## src/rtl/row_parser_pkg.sv

```systemverilog
// Shared types and default parameters for the framed row parser.
// Pure declarations: no logic, no latency, no flow control.
package row_parser_pkg;

    localparam int         N_PIX_DEF       = 32;
    localparam logic [7:0] SYNC_BYTE_DEF   = 8'hA5;
    localparam int         TIMEOUT_CYC_DEF = 100000;
    localparam int         CNT_W_DEF       = 16;

    typedef logic [7:0] pixel_t;

    typedef enum logic [1:0] {HUNT, PAYLOAD, CHECK} rx_state_t;
    typedef enum logic [1:0] {R_IDLE, R_BURST, R_WAIT} rp_state_t;

endpackage

```

## src/rtl/row_frame_parser_if.sv

```systemverilog
// Byte-stream input and row-burst output of the parser; master is the parser side.
// Plain wires: in_valid is a strobe without backpressure, ds_idle gates each row start.
interface row_frame_parser_if;
    import row_parser_pkg::*;

    pixel_t in_data;
    logic   in_valid;
    logic   ds_idle;
    logic   start;
    pixel_t rx_data;
    logic   rx_valid;

    modport master (
        input  in_data, in_valid, ds_idle,
        output start, rx_data, rx_valid
    );

    modport slave (
        output in_data, in_valid, ds_idle,
        input  start, rx_data, rx_valid
    );

endinterface

```

## src/rtl/row_pingpong_buf.sv

```systemverilog
// Two row banks with full flags; write and flag updates take effect next clock.
// Read is combinational from the selected bank; no backpressure, caller owns bank selection.
module row_pingpong_buf
    import row_parser_pkg::*;
#(
    parameter int N_PIX = N_PIX_DEF,
    parameter int IDX_W = (N_PIX > 1) ? $clog2(N_PIX) : 1
) (
    input  logic             clk,
    input  logic             rst_n,
    input  logic             wr_en,
    input  logic             wr_bank,
    input  logic [IDX_W-1:0] wr_idx,
    input  pixel_t           wr_dat,
    input  logic             set_full,
    input  logic             set_bank,
    input  logic             clr_full,
    input  logic             clr_bank,
    input  logic             rd_bank,
    input  logic [IDX_W-1:0] rd_idx,
    output pixel_t           rd_dat,
    output logic [1:0]       full
);

    pixel_t     mem [2][N_PIX];
    logic [1:0] full_next;

    always_ff @(posedge clk) begin
        if (wr_en) begin
            mem[wr_bank][wr_idx] <= wr_dat;
        end
    end

    assign rd_dat = mem[rd_bank][rd_idx];

    always_comb begin
        full_next = full;
        if (clr_full) begin
            full_next[clr_bank] = 1'b0;
        end
        if (set_full) begin
            full_next[set_bank] = 1'b1;
        end
    end

    always_ff @(posedge clk or negedge rst_n) begin
        if (!rst_n) begin
            full <= 2'b00;
        end else begin
            full <= full_next;
        end
    end

endmodule

```

## src/rtl/row_frame_parser.sv

```systemverilog
// Framed UART byte stream -> checksum-verified rows replayed as start + N_PIX beats; ROW_PARSER_STATS_EN builds the status counters.
// Replay begins the cycle after a good checksum byte if ds_idle; input is never stalled, frames without a free bank are dropped.
module row_frame_parser
    import row_parser_pkg::*;
#(
    parameter int         N_PIX       = N_PIX_DEF,
    parameter logic [7:0] SYNC_BYTE   = SYNC_BYTE_DEF,
    parameter int         TIMEOUT_CYC = TIMEOUT_CYC_DEF,
    parameter int         CNT_W       = CNT_W_DEF
) (
    input  logic               clk,
    input  logic               rst_n,
    row_frame_parser_if.master bus,
    output logic [CNT_W-1:0]   frame_ok_cnt,
    output logic [CNT_W-1:0]   crc_err_cnt,
    output logic [CNT_W-1:0]   timeout_cnt,
    output logic [CNT_W-1:0]   overrun_cnt
);

    localparam int               IDX_W    = (N_PIX > 1) ? $clog2(N_PIX) : 1;
    localparam int               TO_W     = $clog2(TIMEOUT_CYC + 1);
    localparam logic [IDX_W-1:0] LAST_IDX = IDX_W'(N_PIX - 1);

    rx_state_t        rx_state, rx_next;
    rp_state_t        rp_state, rp_next;
    logic [IDX_W-1:0] wr_idx, rd_idx;
    logic             wr_bank, rd_bank;
    pixel_t           sum, rd_dat;
    logic [TO_W-1:0]  idle_cnt;
    logic [1:0]       full;
    logic             wr_en, set_full, clr_full;
    logic             ok_inc, crc_inc, to_inc, ovr_inc;
    logic             sync_hit, bank_free, timeout_hit;
    logic             start_go, last_beat;

    // A bank released by the replay side this cycle already counts as free.
    assign bank_free   = !full[wr_bank] || (clr_full && (rd_bank == wr_bank));
    assign sync_hit    = (rx_state == HUNT) && bus.in_valid && (bus.in_data == SYNC_BYTE);
    assign timeout_hit = (rx_state != HUNT) && !bus.in_valid
                         && (idle_cnt == TO_W'(TIMEOUT_CYC - 1));

    always_ff @(posedge clk or negedge rst_n) begin
        if (!rst_n) begin
            rx_state <= HUNT;
        end else begin
            rx_state <= rx_next;
        end
    end

    always_comb begin
        rx_next = rx_state;
        case (rx_state)
            HUNT: begin
                if (sync_hit && bank_free) rx_next = PAYLOAD;
            end
            PAYLOAD: begin
                if (timeout_hit)                                rx_next = HUNT;
                else if (bus.in_valid && (wr_idx == LAST_IDX)) rx_next = CHECK;
            end
            CHECK: begin
                if (timeout_hit || bus.in_valid) rx_next = HUNT;
            end
            default: rx_next = HUNT;
        endcase
    end

    always_comb begin
        wr_en    = 1'b0;
        set_full = 1'b0;
        ok_inc   = 1'b0;
        crc_inc  = 1'b0;
        to_inc   = timeout_hit;
        ovr_inc  = sync_hit && !bank_free;
        case (rx_state)
            PAYLOAD: wr_en = bus.in_valid;
            CHECK: begin
                set_full = bus.in_valid && (bus.in_data == sum);
                ok_inc   = set_full;
                crc_inc  = bus.in_valid && (bus.in_data != sum);
            end
            default: ;
        endcase
    end

    always_ff @(posedge clk or negedge rst_n) begin
        if (!rst_n) begin
            wr_idx   <= '0;
            sum      <= '0;
            wr_bank  <= 1'b0;
            idle_cnt <= '0;
        end else begin
            if (sync_hit) begin
                wr_idx <= '0;
                sum    <= '0;
            end else if (wr_en) begin
                wr_idx <= wr_idx + 1'b1;
                sum    <= sum + bus.in_data;
            end
            if (set_full) wr_bank <= ~wr_bank;
            if (bus.in_valid || (rx_state == HUNT)) idle_cnt <= '0;
            else                                    idle_cnt <= idle_cnt + 1'b1;
        end
    end

    assign start_go  = (rp_state == R_IDLE) && full[rd_bank] && bus.ds_idle;
    assign last_beat = (rp_state == R_BURST) && (rd_idx == LAST_IDX);

    always_ff @(posedge clk or negedge rst_n) begin
        if (!rst_n) begin
            rp_state <= R_IDLE;
        end else begin
            rp_state <= rp_next;
        end
    end

    always_comb begin
        rp_next = rp_state;
        case (rp_state)
            R_IDLE:  if (start_go)  rp_next = R_BURST;
            R_BURST: if (last_beat) rp_next = R_WAIT;
            R_WAIT:                 rp_next = R_IDLE;
            default:                rp_next = R_IDLE;
        endcase
    end

    always_comb begin
        bus.start    = start_go;
        bus.rx_valid = (rp_state == R_BURST);
        bus.rx_data  = (rp_state == R_BURST) ? rd_dat : '0;
        clr_full     = last_beat;
    end

    always_ff @(posedge clk or negedge rst_n) begin
        if (!rst_n) begin
            rd_idx  <= '0;
            rd_bank <= 1'b0;
        end else begin
            if (start_go)                   rd_idx <= '0;
            else if (rp_state == R_BURST)   rd_idx <= rd_idx + 1'b1;
            if (last_beat) rd_bank <= ~rd_bank;
        end
    end

    row_pingpong_buf #(.N_PIX(N_PIX), .IDX_W(IDX_W)) u_buf (
        .clk      (clk),
        .rst_n    (rst_n),
        .wr_en    (wr_en),
        .wr_bank  (wr_bank),
        .wr_idx   (wr_idx),
        .wr_dat   (bus.in_data),
        .set_full (set_full),
        .set_bank (wr_bank),
        .clr_full (clr_full),
        .clr_bank (rd_bank),
        .rd_bank  (rd_bank),
        .rd_idx   (rd_idx),
        .rd_dat   (rd_dat),
        .full     (full)
    );

`ifdef ROW_PARSER_STATS_EN
    localparam logic [CNT_W-1:0] CNT_MAX = {CNT_W{1'b1}};

    logic [CNT_W-1:0] ok_q, crc_q, to_q, ovr_q;

    always_ff @(posedge clk or negedge rst_n) begin
        if (!rst_n) begin
            ok_q  <= '0;
            crc_q <= '0;
            to_q  <= '0;
            ovr_q <= '0;
        end else begin
            if (ok_inc  && (ok_q  != CNT_MAX)) ok_q  <= ok_q  + 1'b1;
            if (crc_inc && (crc_q != CNT_MAX)) crc_q <= crc_q + 1'b1;
            if (to_inc  && (to_q  != CNT_MAX)) to_q  <= to_q  + 1'b1;
            if (ovr_inc && (ovr_q != CNT_MAX)) ovr_q <= ovr_q + 1'b1;
        end
    end

    assign frame_ok_cnt = ok_q;
    assign crc_err_cnt  = crc_q;
    assign timeout_cnt  = to_q;
    assign overrun_cnt  = ovr_q;
`else
    logic unused_stats;
    assign unused_stats = ^{ok_inc, crc_inc, to_inc, ovr_inc};

    assign frame_ok_cnt = '0;
    assign crc_err_cnt  = '0;
    assign timeout_cnt  = '0;
    assign overrun_cnt  = '0;
`endif

endmodule
```

## src/flat_wrapper.sv

```systemverilog
// flat-port wrapper written by rule: the top's interface ports become plain ports
module row_frame_parser_flat import row_parser_pkg::*;
#(
    parameter int         N_PIX       = N_PIX_DEF,
    parameter logic [7:0] SYNC_BYTE   = SYNC_BYTE_DEF,
    parameter int         TIMEOUT_CYC = TIMEOUT_CYC_DEF,
    parameter int         CNT_W       = CNT_W_DEF
)
  (clk, rst_n, frame_ok_cnt, crc_err_cnt, timeout_cnt, overrun_cnt, bus_in_data, bus_in_valid, bus_ds_idle, bus_start, bus_rx_data, bus_rx_valid);
  row_frame_parser_if bus_i ();
  input  logic clk;
  input  logic rst_n;
  output logic [CNT_W-1:0] frame_ok_cnt;
  output logic [CNT_W-1:0] crc_err_cnt;
  output logic [CNT_W-1:0] timeout_cnt;
  output logic [CNT_W-1:0] overrun_cnt;
  input wire logic [$bits(bus_i.in_data)-1:0] bus_in_data;
  input wire logic [$bits(bus_i.in_valid)-1:0] bus_in_valid;
  input wire logic [$bits(bus_i.ds_idle)-1:0] bus_ds_idle;
  output wire logic [$bits(bus_i.start)-1:0] bus_start;
  output wire logic [$bits(bus_i.rx_data)-1:0] bus_rx_data;
  output wire logic [$bits(bus_i.rx_valid)-1:0] bus_rx_valid;
  assign bus_i.in_data = bus_in_data;
  assign bus_i.in_valid = bus_in_valid;
  assign bus_i.ds_idle = bus_ds_idle;
  assign bus_start = bus_i.start;
  assign bus_rx_data = bus_i.rx_data;
  assign bus_rx_valid = bus_i.rx_valid;
  row_frame_parser #(.N_PIX(N_PIX), .SYNC_BYTE(SYNC_BYTE), .TIMEOUT_CYC(TIMEOUT_CYC), .CNT_W(CNT_W)) u_core (.clk(clk), .rst_n(rst_n), .bus(bus_i), .frame_ok_cnt(frame_ok_cnt), .crc_err_cnt(crc_err_cnt), .timeout_cnt(timeout_cnt), .overrun_cnt(overrun_cnt));
endmodule
```

## config.mk

```make
export PLATFORM = sky130hd
export DESIGN_NAME = row_frame_parser_flat
export DESIGN_NICKNAME = d
export VERILOG_FILES = /design/src/rtl/row_parser_pkg.sv /design/src/rtl/row_frame_parser_if.sv /design/src/rtl/row_pingpong_buf.sv /design/src/rtl/row_frame_parser.sv /design/src/flat_wrapper.sv
export SDC_FILE = /design/constraint.sdc
export NUM_CORES = 1
export LEC_CHECK = 0
export ABC_CLOCK_PERIOD_IN_PS = 3100
export BUFFER_PORTS_ARGS = -buffer_cell sky130_fd_sc_hd__buf_4
export CAP_MARGIN = 20
export CORE_UTILIZATION = 43
export DETAILED_ROUTE_END_ITERATION = 6
export SLEW_MARGIN = 0
export SYNTH_ARGS = -nofsm -noshare
export SYNTH_HDL_FRONTEND = slang
export SYNTH_SLANG_ARGS = --single-unit
```

## constraint.sdc

```tcl
create_clock -name clk -period 3.1 [get_ports clk]
set_clock_uncertainty 0.05 [all_clocks]
set_input_delay 0.31 -clock clk [delete_from_list [all_inputs] [get_ports clk]]
set_output_delay 0.31 -clock clk [all_outputs]
set_load 0.05 [all_outputs]
```

==> results of run 1 <==
## power breakdown
group          switching (mW)  internal [mW]  leakage [nW]  total (mW)
clock network            2.78           3.86         0.873        6.64
registers               0.181           8.29          5.17        8.47
logic                    4.17           3.86          3.00        8.03
total                    7.13           16.0          9.04        23.1
## metrics by stage
step                      instances  total power [mW]
after floorplan                1244              13.2
after global placement         1974              15.4
after global routing           2102              24.0
after detailed placement       1974              15.5
final                          2103              23.1
after CTS                      2098              22.9
## final cells by class
class	instances	share of cell area
flip-flops and latches	555	0.613
multi-input cells	556	0.216
repair buffers	200	0.0709
clock buffers	73	0.0569
well taps	680	0.0317
clock inverters	27	0.00978
inverters	11	0.00154
diodes	1	0.0000932
## sequential cells by signal (all words and copies together) (netlist names), 2 cells and up
register / cells
u_core.u_buf.mem: 512
u_core.idle_cnt: 17
u_core.sum: 8
u_core.rd_idx: 5
u_core.wr_idx: 5
u_core.rp_state: 2
u_core.rx_state: 2
u_core.u_buf.full: 2
## critical path, cell delays in order, from the launching register on
cell and delay, ns:
dfrtp_4 0.50, buf_12 0.17, buf_8 0.13, mux4_2 0.54
mux4_2 0.54, a32oi_2 0.24, o21ai_2 0.12, buf_6 0.17
## cells in the final DEF (no fill, tap or decap), types with 6 or more instances in the layout
cell type and n:
edfxtp_1 512, buf_4 160, mux4_2 145, nor2_1 86, conb_1 64, clkbuf_16 60
nand2_1 42, dfrtp_1 40, a21oi_1 20, xor2_1 18, mux2i_1 16, ha_1 15
nand3_1 14, buf_12 14, clkbuf_1 13, o21ai_0 12, clkinv_1 12, buf_6 12
inv_1 11, nor2b_1 10, xnor2_1 9, nor3_1 8, o22ai_1 7, clkinv_2 7
a211oi_2 6, nand4_1 6
## logic make-up (layout without fill, tap and decap cells)
logic type	count (synthesis)	in the layout	share of synthesized area
XOR/XNOR	27	27	0.0104
multiplexers	166	166	0.154
flip-flops	555	555	0.724
adder cells (fa/ha/maj)	16	16	0.00914
AO/OA/AOI/OAI	81	81	0.0224
AND/OR/NAND/NOR	202	202	0.0416
other	1	65	0.000165
buffers and inverters	133	311	0.0378
## per-layer routing
| metal | GRT usage | wire length, um |
|---|---|---|
| met1 | 0.294 | 23400 |
| met2 | 0.321 | 25700 |
| met3 | 0.0376 | 3410 |
| met4 | 0.0569 | 1220 |
| met5 | 0 | 0 |
## how the worst min path moves through the flow
stage	slack (ns)	from	to
after CTS	0.05	bus_in_data[7]	u_core.u_buf.mem[0][207]$_DFFE_PP_
after detailed placement	0.31	rst_n	u_core.sum[2]$_DFFE_PN0P_
after global placement	0.30	rst_n	u_core.sum[1]$_DFFE_PN0P_
after global routing	0.06	bus_in_data[7]	u_core.u_buf.mem[0][207]$_DFFE_PP_
after floorplan	-0.04	rst_n	u_core.idle_cnt[0]$_DFF_PN0_
final	0.09	bus_in_data[7]	u_core.u_buf.mem[0][135]$_DFFE_PP_
## repair_timing
action | in CTS | in global routing
endpoints found under the setup margin | 8 | 8
resized for setup | 35 | 26
cloned | 3 | 2
buffers inserted | 17 | 2
hold endpoints to repair | 47 | 0
pin swaps | 2 | 8
hold buffers | 4 | 0
==> flow_metrics.tcl, run 1 <==
set metrics [dict create \
    die_h_um 232 \
    p_per_area_mw_per_mm2 862 \
    ys_async_sr_fraction 0.0775 \
    p_leak_nw 9.04 \
    detail-route-antenna-nets 0 \
    hold_class "in -> reg" \
    io_buffers 21 \
    clock_sinks 555 \
    worstMarginPinSlew_ns 0.840 \
    synthTopCellsByCount "edfxtp_1, mux4_2, nor2_1" \
    area_growth_pct 18.2 \
    grt_pass1_vias 11800 \
    rr_worst_depth 6 \
    drv_slew 0 \
    start_util 0.439 \
    outcome "finished, violations left" \
    cts-buffers-inserted 56 \
    worstPathMaxFanout 5 \
    synth.largest_area_cell "edfxtp_1" \
    vdd_drop_max_mv 0.429 \
    cap_violations 0 \
    fin_crit_ns 3.38 \
    r2r-end "u_core.u_buf.mem[1][102]$_DFFE_PP_" \
    place_area_mm2 0.0244 \
    fin_nets 1408 \
    arrival_ns 3.02 \
    finalCritPeriodShare 1.09 \
    path_clk_slew_ns 0.06 \
    dieArea_mm2 0.0538 \
    drc 0 \
    initialDrtViolationCount 1098 \
    ys_seq_area_frac 0.724 \
    ys_warn_count 0 \
    vias 11700 \
    max_slew_margin 0.426 \
    dp_slack_ns -0.0344 \
    end_kind "primary output" \
    hold_ws_ns 0.0853 \
    synthCells 1181 \
    die_w_um 232 \
    grt_pass1_wl_um 79700 \
    synth-edff-count 512 \
    rrSetupSlack_ns 0.42 \
    cts_tree "done" \
    failed_checks "negative setup slack" \
    synthTopCellsByArea "edfxtp_1, mux4_2, dfrtp_1" \
    multi_input_area_mm2 0.00581 \
    crit_path_end "bus_rx_data[1]" \
    first_pass_iters 6 \
    final_area_mm2 0.0269 \
    post_drt_wl_per_cell_um 25.5 \
    final_layout_size_suffix_gt1_frac 0.317 \
    clockBufferDepth 3 \
    setup_violations 8 \
    worst_slack_ns -0.283 \
    clock-root-buffer "clkbuf_16" \
    io_pins 86 \
    nFillCells 4086 \
    syn-cell-area_mm2 0.0227 \
    clk_latency_ns 0.60 \
    grt_remaining_overflow 0 \
    grt_usage 0.205 \
    syn_area_per_cell_um2 19.2 \
    grt_max_degree 66 \
    dp_hpwl_um 33900 \
    design.core.area_mm2 0.0517 \
    post-route-util 0.519 \
    crit_required_ns 2.74 \
    setup_tns_ns -2.15 \
    worstSetupPathType "reg -> out" \
    finalHoldViolCount 0 \
    seqCellArea_mm2 0.0165 \
    ys_ff_latch 555 \
    min_path_cells 1 \
    h-tree-depth 2 \
    synth_top_area_share 0.677 \
    core.rowCount 83 \
    place_congestion 0.843 \
    yosys_most_used_dff "edfxtp_1" \
    critPathLaunch "u_core.rd_idx[0]$_DFFE_PN0P_" \
    via_per_inst 5.54 \
    drt-total-wl_um 53700 \
    fmax_ghz 0.296 \
    r2r-start "u_core.rx_state[1]$_DFFE_PN0P_" \
    yosysMostFrequentCell "edfxtp_1" \
    ys_types 52 \
    rsz0062_at_grt "yes" \
    startpoint_type "flip-flop" \
    antenna_found_initial 1 \
]
(Power assumes the default switching activity.)
==> run 2, diff against run 1 <==
--- a/config.mk
+++ b/config.mk
@@ -11,4 +11,5 @@
 export CORE_UTILIZATION = 43
 export DETAILED_ROUTE_END_ITERATION = 6
+export SKIP_CTS_REPAIR_TIMING = 1
 export SLEW_MARGIN = 0
 export SYNTH_ARGS = -nofsm -noshare
--- a/constraint.sdc
+++ b/constraint.sdc
@@ -3,3 +3,3 @@
 set_input_delay 0.31 -clock clk [delete_from_list [all_inputs] [get_ports clk]]
 set_output_delay 0.31 -clock clk [all_outputs]
-set_load 0.05 [all_outputs]
+set_load 0.02 [all_outputs]
==> flow_metrics.tcl, run 2 (synthesized netlist as in run 1, its figures left out) <==
set metrics [dict create \
    grtUsageMet3 0.0430 \
    largest_register_ffs 512 \
    busiest_layer "met2" \
    clockBufferDepth 3 \
    cts-buffers-inserted 56 \
    grt_util_met1 0.281 \
    cap_violations 0 \
    largest_register "u_core.u_buf.mem" \
    end_kind "primary output" \
    post-route-util 0.515 \
    dp_hpwl_um 33200 \
    grt_pass1_vias 11600 \
    failed_checks "negative setup slack" \
    internal_power_mw 15.7 \
    initialDrtViolationCount 1240 \
    h-tree-depth 2 \
    p_per_area_mw_per_mm2 839 \
    io_pins 86 \
    fin_crit_ns 3.41 \
    first_pass_iters 5 \
    combPwrFrac 0.325 \
    setup_violations 8 \
    placed_cells 1965 \
    fin_nets 1393 \
    switching_power_mw 6.67 \
    vias 11600 \
    io_buffers 21 \
    detail-route-antenna-nets 0 \
    worstMarginPinSlew_ns 0.801 \
    final_layout_size_suffix_gt1_frac 0.314 \
    drc 0 \
    finalHoldViolCount 0 \
    swShare 0.298 \
    drt-total-wl_um 53600 \
    grt_pass1_wl_um 77500 \
    place_area_mm2 0.0243 \
    outcome "finished, violations left" \
    startpoint_type "flip-flop" \
    clock_sinks 555 \
    worstPathMaxFanout 8 \
    hold_ws_ns 0.0584 \
    grt_remaining_overflow 0 \
    vdd_drop_max_mv 0.482 \
    met2_usage 0.317 \
    fmax_ghz 0.293 \
    arrival_ns 3.05 \
    die_w_um 232 \
    clk_latency_ns 0.60 \
    cts_tree "done" \
    setup_tns_ns -2.29 \
    worstSetupPathType "reg -> out" \
    layout.cells.non_filler 2082 \
    n_antenna_cell 0 \
    dieArea_mm2 0.0538 \
    crit_required_ns 2.74 \
    grt_usage 0.200 \
    core.rowCount 83 \
    max_stage_delay_ns 0.54 \
    clock-root-buffer "clkbuf_16" \
    pwr-share-seq 0.381 \
    worst_slack_ns -0.308 \
    p_leak_nw 8.91 \
    dp_slack_ns 0.0544 \
    report.power.total_mw 22.3 \
    slowest_stage "mux4_2" \
    start_util 0.439 \
    final_area_mm2 0.0266 \
    drv_slew 0 \
    area_growth_pct 17.1 \
    crit_chain "buf_12 > clkbuf_16 > mux4_2 > mux4_2 > a21oi_2 > o21ai_2 > buf_6" \
    via_per_inst 5.57 \
    hold_class "in -> reg" \
    antenna_found_initial 1 \
    top_regs "u_core.u_buf.mem (512), u_core.idle_cnt (17), u_core.sum (8)" \
    post_drt_wl_per_cell_um 25.8 \
    clkPwrFrac 0.294 \
    path_clk_slew_ns 0.06 \
    design.core.area_mm2 0.0517 \
    rsz0062_at_grt "yes" \
    final_cell_mix "edfxtp_1, buf_4, mux4_2" \
    cp_common_cell "mux4_2" \
    finalCritPeriodShare 1.10 \
    max_slew_margin 0.452 \
    layout.cells.most_common "edfxtp_1" \
    die_h_um 232 \
    place_congestion 0.822 \
    grt_max_degree 66 \
]
==> run 2: final timing paths <==
check	start	endpoint	slack (ns)	depth (start not counted)
worst max register to register	u_core.sum[1]$_DFFE_PN0P_	u_core.sum[7]$_DFFE_PN0P_	0.67	7
max in group asynchronous	rst_n	u_core.rd_idx[1]$_DFFE_PN0P_	2.36	2
worst min-delay path	bus_in_data[7]	u_core.u_buf.mem[0][55]$_DFFE_PP_	0.06	1
worst min register to register	u_core.idle_cnt[0]$_DFF_PN0_	u_core.idle_cnt[0]$_DFF_PN0_	0.46	1
worst max-delay path	u_core.rd_idx[0]$_DFFE_PN0P_	bus_rx_data[3]	-0.31	7
min in group asynchronous	rst_n	u_core.wr_idx[0]$_DFFE_PN0P_	0.20	2
==> run 2: per-layer routing <==
metal | up-vias | part of all wire
li1 | 4970 | -
met1 | 6067 | 0.42
met2 | 472 | 0.48
met3 | 83 | 0.078
met4 | 0 | 0.023
met5 | - | 0
==> run 2: critical path: cells and delay by family (launching register included) <==
kind	cells	cell delay, ns
mux	2	1.06
buf+inv	3	0.52
flops	1	0.51
compound gates	2	0.33
==> run 2: power groups by stage <==
stage	combinational, mW	clock [mW]	sequential [mW]
final	7.26	6.56	8.52
after global routing	7.66	6.94	8.53
after CTS	6.34	6.70	8.54
after floorplan	4.27	0	8.49
after global placement	6.31	0	8.69
after detailed placement	6.31	0	8.70
==> run 2: cell type report <==
cell class	instances	area, um2
clock buffer	64	1430
multi-input combinational	556	5830
tap	680	851
inverter	11	41.3
timing repair buffer	185	1680
sequential	555	16500
fill	4115	25100
clock inverter	31	320
